$ cat config.mk
export PLATFORM = sky130hd
export DESIGN_NAME = rf_access_arbiter
export DESIGN_NICKNAME = d
export VERILOG_FILES = /design/src/rtl/rf_access_arbiter.sv
export SDC_FILE = /design/constraint.sdc
export NUM_CORES = 1
export LEC_CHECK = 0
export CORE_UTILIZATION = 40
export CTS_BUF_LIST = sky130_fd_sc_hd__clkbuf_4 sky130_fd_sc_hd__clkbuf_8 sky130_fd_sc_hd__clkbuf_16
export DETAILED_ROUTE_END_ITERATION = 12
export PLACE_DENSITY = 0.85
export SLEW_MARGIN = 20
export SYNTH_ARGS = -nofsm -noshare
export SYNTH_HDL_FRONTEND = slang
export SYNTH_SLANG_ARGS = --single-unit
$ cat constraint.sdc
create_clock -name CLK -period 2.9 [get_ports CLK]
set_clock_uncertainty 0.1 [all_clocks]
set_input_delay 0.725 -clock CLK [delete_from_list [all_inputs] [get_ports CLK]]
set_output_delay 0.725 -clock CLK [all_outputs]
set_load 0.01 [all_outputs]
$ cat src/rtl/rf_access_arbiter.sv
// -----------------------------------------------------------------------------
// rf_access_arbiter
//
// Purpose:
//   Sits in front of a register file with one read/write port (X), one
//   read-only port (Y) and asynchronous reads. Two requesters, A (CPU control)
//   and B (debug/monitor), share the register file. One transaction is
//   performed per cycle with round-robin fairness. A built-in clear sequencer
//   walks every register and writes 0.
//
// Optional feature (macro RF_ARB_LOCK_EN):
//   When defined, A_LOCK/B_LOCK inputs are added. A requester that was granted
//   last and holds REQ+LOCK keeps the grant, even under contention. This gives
//   back-to-back read-modify-write sequences.
//
// Ports:
//   CLK, RST                 clock (rising edge), synchronous active-high reset
//   A_REQ/A_WE               requester A request and write enable
//   A_ADRX/A_ADRY/A_DIN      requester A X address, Y address and write data
//   A_ACK                    A transaction performed this cycle
//   A_DX/A_DY                A registered X/Y read data (valid after ACK)
//   B_*                      same as A_* for requester B
//   A_LOCK/B_LOCK            grant lock (only with RF_ARB_LOCK_EN)
//   CLR_START                pulse to start clearing all registers
//   CLR_BUSY/CLR_DONE        clear in progress / one-cycle completion pulse
//   RF_DIN/RF_ADRX/RF_ADRY   register file data and address inputs
//   RF_WR                    register file write enable
//   RF_DX/RF_DY              register file asynchronous read data
// -----------------------------------------------------------------------------
module rf_access_arbiter #(
  parameter int DATA_W = 8,
  parameter int ADDR_W = 5
) (
  input  logic              CLK,
  input  logic              RST,
  input  logic              A_REQ,
  input  logic              A_WE,
  input  logic [ADDR_W-1:0] A_ADRX,
  input  logic [ADDR_W-1:0] A_ADRY,
  input  logic [DATA_W-1:0] A_DIN,
  output logic              A_ACK,
  output logic [DATA_W-1:0] A_DX,
  output logic [DATA_W-1:0] A_DY,
  input  logic              B_REQ,
  input  logic              B_WE,
  input  logic [ADDR_W-1:0] B_ADRX,
  input  logic [ADDR_W-1:0] B_ADRY,
  input  logic [DATA_W-1:0] B_DIN,
  output logic              B_ACK,
  output logic [DATA_W-1:0] B_DX,
  output logic [DATA_W-1:0] B_DY,
`ifdef RF_ARB_LOCK_EN
  input  logic              A_LOCK,
  input  logic              B_LOCK,
`endif
  input  logic              CLR_START,
  output logic              CLR_BUSY,
  output logic              CLR_DONE,
  output logic [DATA_W-1:0] RF_DIN,
  output logic [ADDR_W-1:0] RF_ADRX,
  output logic [ADDR_W-1:0] RF_ADRY,
  output logic              RF_WR,
  input  logic [DATA_W-1:0] RF_DX,
  input  logic [DATA_W-1:0] RF_DY
);

  typedef enum logic {S_IDLE, S_CLEAR} state_t;

  localparam logic [ADDR_W-1:0] CNT_LAST = '1;

  state_t              r_state;
  state_t              w_state_nxt;
  logic [ADDR_W-1:0]   r_cnt;
  logic [ADDR_W-1:0]   w_cnt_nxt;
  logic                r_last_b;     // 1: B holds last_grant, 0: A holds it
  logic                r_clr_done;
  logic [DATA_W-1:0]   r_a_dx, r_a_dy, r_b_dx, r_b_dy;
  logic                w_a_lock, w_b_lock;
  logic                w_a_win, w_b_win;

`ifdef RF_ARB_LOCK_EN
  assign w_a_lock = A_LOCK;
  assign w_b_lock = B_LOCK;
`else
  assign w_a_lock = 1'b0;
  assign w_b_lock = 1'b0;
`endif

  // Round-robin: under contention the requester that was not granted last
  // wins, unless the last-granted requester holds its lock.
  always_comb begin
    w_a_win = 1'b0;
    w_b_win = 1'b0;
    if (A_REQ && B_REQ) begin
      if (r_last_b) begin
        w_b_win = w_b_lock;
        w_a_win = !w_b_lock;
      end else begin
        w_a_win = w_a_lock;
        w_b_win = !w_a_lock;
      end
    end else begin
      w_a_win = A_REQ;
      w_b_win = B_REQ;
    end
  end

  always_comb begin
    w_state_nxt = r_state;
    w_cnt_nxt   = r_cnt;
    RF_DIN      = '0;
    RF_ADRX     = '0;
    RF_ADRY     = '0;
    RF_WR       = 1'b0;
    A_ACK       = 1'b0;
    B_ACK       = 1'b0;
    CLR_BUSY    = 1'b0;
    case (r_state)
      S_IDLE: begin
        if (CLR_START) begin
          // Clear request beats pending transactions; nothing is acked.
          w_state_nxt = S_CLEAR;
        end else if (w_a_win) begin
          RF_ADRX = A_ADRX;
          RF_ADRY = A_ADRY;
          RF_DIN  = A_DIN;
          RF_WR   = A_WE;
          A_ACK   = 1'b1;
        end else if (w_b_win) begin
          RF_ADRX = B_ADRX;
          RF_ADRY = B_ADRY;
          RF_DIN  = B_DIN;
          RF_WR   = B_WE;
          B_ACK   = 1'b1;
        end
      end
      S_CLEAR: begin
        CLR_BUSY  = 1'b1;
        RF_WR     = 1'b1;
        RF_ADRX   = r_cnt;
        w_cnt_nxt = r_cnt + 1'b1;
        if (r_cnt == CNT_LAST) w_state_nxt = S_IDLE;
      end
      default: w_state_nxt = S_IDLE;
    endcase
    // Reset wins: no ack and no register file write in a reset cycle, so an
    // aborted clear leaves the current counter address untouched.
    if (RST) begin
      A_ACK = 1'b0;
      B_ACK = 1'b0;
      RF_WR = 1'b0;
    end
  end

  always_ff @(posedge CLK) begin
    if (RST) begin
      r_state    <= S_IDLE;
      r_cnt      <= '0;
      r_last_b   <= 1'b1;
      r_clr_done <= 1'b0;
      r_a_dx     <= '0;
      r_a_dy     <= '0;
      r_b_dx     <= '0;
      r_b_dy     <= '0;
    end else begin
      r_state    <= w_state_nxt;
      r_cnt      <= w_cnt_nxt;
      r_clr_done <= (r_state == S_CLEAR) && (r_cnt == CNT_LAST);
      // Read data is captured on every ack, writes included (pre-write value).
      if (A_ACK) begin
        r_last_b <= 1'b0;
        r_a_dx   <= RF_DX;
        r_a_dy   <= RF_DY;
      end else if (B_ACK) begin
        r_last_b <= 1'b1;
        r_b_dx   <= RF_DX;
        r_b_dy   <= RF_DY;
      end
    end
  end

  assign A_DX     = r_a_dx;
  assign A_DY     = r_a_dy;
  assign B_DX     = r_b_dx;
  assign B_DY     = r_b_dy;
  assign CLR_DONE = r_clr_done;

endmodule

== Word level (Yosys, flattened, before mapping) ==
Cells that the tools add are included.
Operators by class
  add/subtract/negate cells: 1
  eq/ne operators: 1
  multiplexer cells: 36
  bitwise gates (word level): 2
  reduce and logical (&&, ||, !) cells: 4
Operators with widths (count)
  $mux W5: 7
  $mux W8: 4
  $mux W1: 22
  $pmux W5 S2: 1
  $add A5 B1 Y5 const B: 1
  $eq A5 B5 Y1 const B: 1
  $pmux W1 S2: 2
  $logic_and A1 B1 Y1: 2
  $not A1 Y1: 2
  $reduce_and A2 Y1: 1
  $reduce_bool A2 Y1: 1
Word-level totals
  register bits: 40
  output and inout port bits: 55

== Logic depth before layout (Yosys ltp) ==
  word-level depth: 9
  depth in mapped cells: 5

== Worst setup path before layout ==
No wires, ideal clock.
  path kind: input-to-output
  start point: input B_REQ
  end point: output RF_ADRX[2]
  arrival: 1568 ps
  required time: 2075 ps
  setup slack: 507 ps
  cell stages on the path: 5
  path buffers: 2
  cells stage by stage: nand2b_2 > and3_4 > buf_6 > buf_6 > a221o_1
Between the ends
  longest elaborated chain between the ends: 6
  elaborated cells between the ends (all ways): 7
  classes of those cells: mux (6); reduce/logical (1)
RTL lines
  from (decl): line 44  | input logic B_REQ,
  $logic_and A1 B1 Y1: line 94  | if (A_REQ && B_REQ) begin
  $mux W1: line 94
  $mux W5: line 129  | end else if (w_b_win) begin
  $mux W5 (*): line 123  | end else if (w_a_win) begin
  $mux W5 (*): line 120  | if (CLR_START) begin
  $pmux W5 S2 (*): line 118  | case (r_state)
  to (decl): line 60  | output logic [ADDR_W-1:0] RF_ADRX,
Mark *: on every way between the ends. The rest lies on a longest branch, timed or not.

== Worst setup path after layout ==
  start point: input CLR_START
  end point: output RF_DIN[0]
Between the ends
  longest elaborated chain between the ends: 2
RTL lines
  from (decl): line 56  | input logic CLR_START,
  $mux W8: line 120
  $mux W8: line 118
  to (decl): line 59  | output logic [DATA_W-1:0] RF_DIN,
No other way between the ends.

==> impl_metrics.yaml <==
outcome:
  outcome: "complete, but fails checks"
  violations: "design-rule violations"
layout:
  nets: 374
  drive_gt1_frac: 0.121
  post_layout_nonfiller_instances: 365
  fillCellCount: 359
  final_common_cell: "clkdlybuf4s50_1"
  layout_common_cells: "clkdlybuf4s50_1, nand2b_1, dfxtp_1"
  area_delta_synth_final_pct: 68.5
  antennaDiodeCount: 0
logic_synthesis:
  ys_seq_elements: 40
  ys_seq_area_frac: 0.419
  postSynthAreaPerCell_um2: 10.1
  syn_nets: 251
  yosys_warnings: 0
  ys_types: 28
  ys.flop_type: "dfxtp_1"
  async_flop_share: 0
  synthCells: 190
  syn_area_um2: 1910
  synth_edf_count: 0
critical_path:
  rr_startpoint: "r_last_b$_SDFFE_PP1P_"
  timing.rr.end: "A_DX[2]$_SDFFE_PP0P_"
  startpoint_type: "primary input"
  regToRegSetupSlack_ns: 1.49
  critPathKind: "primary input to output port"
  path_max_fanout: 19
  worst_path_max_delay_cell: "dlygate4sd2_1"
  ff2ff_path_depth: 4
  cpPeakStageDelay_ns: 0.27
  critPathBufInv: 3
  critical_path.cell_chain: "dlygate4sd2_1 -> nor2_4 -> and3_4 -> buf_12 -> a22o_1 -> clkdlybuf4s15_1"
  cp.required_ns: 2.08
  arrival_ns: 1.88
  critPathTopFamily: "buffers and inverters"
  crit_path_end_kind: "output port"
timing:
  period_minus_slack_ns: 2.70
  finalMaxSlewViolations: 0
  min_period_over_period: 0.931
  rsz0062_at_grt: "no"
  hold_viol_final: 0
  tightest_slew_ns: 0.269
  relSlewSlack: 0.821
  setup_viol: 0
  fmax_mhz: 370
power:
  peakVddDrop_mv: 0.284
  p_leak_nw: 1.36
  total_power_mw: 1.22
  p_per_area_nw_per_um2: 377
place:
  io_buffers: 113
  place.gp.congestion: 0.789
  place_inst: 357
  hpwl_um: 3900
detailed_routing:
  wirelength_um: 5140
  detail_route.first_pass.iterations: 8
  wl_per_cell_um: 14.1
  drtIter0Drc: 99
  route.detailed.drc: 11
  via_per_inst: 4.91
  antenna_left: 0
  vias: 1791
grt:
  gr-usage-met3: 0.0484
  antenna_found_initial: 0
  gr-usage-met1: 0.258
  overflow: 0
  grt_pass1_wl_um: 8110
  grt_busiest_layer: "met2"
  grt_util_all_layers: 0.205
  grtUsageMet2: 0.345
  grt_max_degree: 32
  grt_pass1_vias: 1680
floorplanning:
  initial_core_util: 0.428
  coreArea_um2: 4470
  die_h_um: 71.2
  io-pin-count: 114
  dieArea_um2: 5060
  rows: 24
  die_width_um: 71.2
clock_tree:
  root_buffer: "clkbuf_8"
  cts_tree: "yes"
  htreeDepth: 2
  cts_sinks: 40
  clkTransAtPathRegs_ns: 0.08
  cts_buffer_depth: 2
  clkLatencyLatePin_ns: 0.28
  cts_buffers: 5
min_path:
  hp-start: "A_DY[0]$_SDFFE_PP0P_"
  holdPathEnd: "A_DY[0]$_SDFFE_PP0P_"
  hold_depth: 2
  min_path_type: "flop to flop"
job:
  drv_cap: 0
==> stage by stage <==
step	util	TNS (ns)	worst slack, ns	instance area, um2	hold slack, ns
final	0.721	0	0.200	3220	0.378
after global routing	0.721	0	0.114	3220	0.397
after CTS	0.719	0	0.00229	3220	0.381
after detailed placement	0.707	-6.23	-0.354	3160	0.368
after global placement	0.707	-5.56	-0.316	3160	0.360
after floorplan	-	0	0.507	1910	0.380
==> logic make-up after synthesis <==
group,after synthesis,synth area share
AOI/OAI and AO/OA,22,0.100
xor gates and xnor gates,3,0.0137
adders and majority gates,2,0.0131
buffers and inverters,15,0.0438
DFF,40,0.419
muxes,34,0.178
and+or+nand+nor,74,0.233
==> where the power goes <==
| part | total (mW) | switching [mW] | internal [mW] |
|---|---|---|---|
| Sequential | 0.586 | 0.0143 | 0.571 |
| Clock | 0.346 | 0.184 | 0.163 |
| Combinational | 0.283 | 0.103 | 0.180 |
| Total | 1.22 | 0.301 | 0.914 |
==> state kept, by name, summed over array words and instances (netlist names) <==
name and flops:
r_last_b 1, r_state 1, CLR_DONE 1, r_cnt 5, A_DX 8, B_DY 8, A_DY 8, B_DX 8
==> worst max-delay path by stage <==
stage / startpoint / end / slack [ns] / depth (start not counted)
finish: CLR_START / RF_DIN[0] / 0.20 / 6
global placement: A_REQ / RF_ADRX[3] / -0.32 / 6
global route: CLR_START / RF_DIN[0] / 0.11 / 6
CTS: A_REQ / RF_ADRY[3] / 0.002 / 6
detailed placement: B_REQ / RF_ADRX[3] / -0.35 / 5
floorplan: B_REQ / RF_ADRX[2] / 0.51 / 5
==> Yosys cell counts (2+ instances only) <==
cell type / count / area share
and3_1: 2 / 0.0065
buf_4: 2 / 0.0078
nand3_1: 2 / 0.0052
a221o_1: 5 / 0.026
buf_6: 2 / 0.012
buf_2: 4 / 0.010
nand2b_1: 48 / 0.16
a22o_1: 13 / 0.060
dfxtp_1: 40 / 0.42
and2_1: 5 / 0.016
xor2_1: 2 / 0.0092
clkbuf_1: 6 / 0.012
mux2i_1: 34 / 0.18
nor2_1: 8 / 0.016
nand2_1: 3 / 0.0059
ha_1: 2 / 0.013
==> routing by layer <==
layer	routed length (um)	part of all wire	vias up
met5	0	0	-
li1	-	-	902
met1	2310	0.45	817
met3	360	0.070	5
met4	68	0.013	0
met2	2400	0.47	67
==> tightest hold or removal path, delay by kind of cell, from the launching register on <==
family	cells	cell delay, ns
and+or+nand+nor	1	0.06
DFF	1	0.32
muxes	1	0.06
==> timing repair <==
item                                    in CTS  in global routing
buffers inserted                             0                  0
hold buffers                                 0                  0
pin swaps                                    1                  0
endpoints found under the hold margin        0                  0
resized for setup                           42                 19
cloned                                       1                  0
endpoints found under the setup margin      21                 19
==> layout make-up <==
type                            count  area [um2]  area share
Tap cell                           52        65.1      0.0202
Multi-Input combinational cell    136        1050       0.326
Sequential cell                    40         801       0.248
Clock inverter                      2        12.5     0.00388
Inverter                            1        3.75     0.00116
Timing Repair Buffer              129        1220       0.379
Clock buffer                        5        68.8      0.0213
No activity file was read; power rests on OpenSTA's default activity.
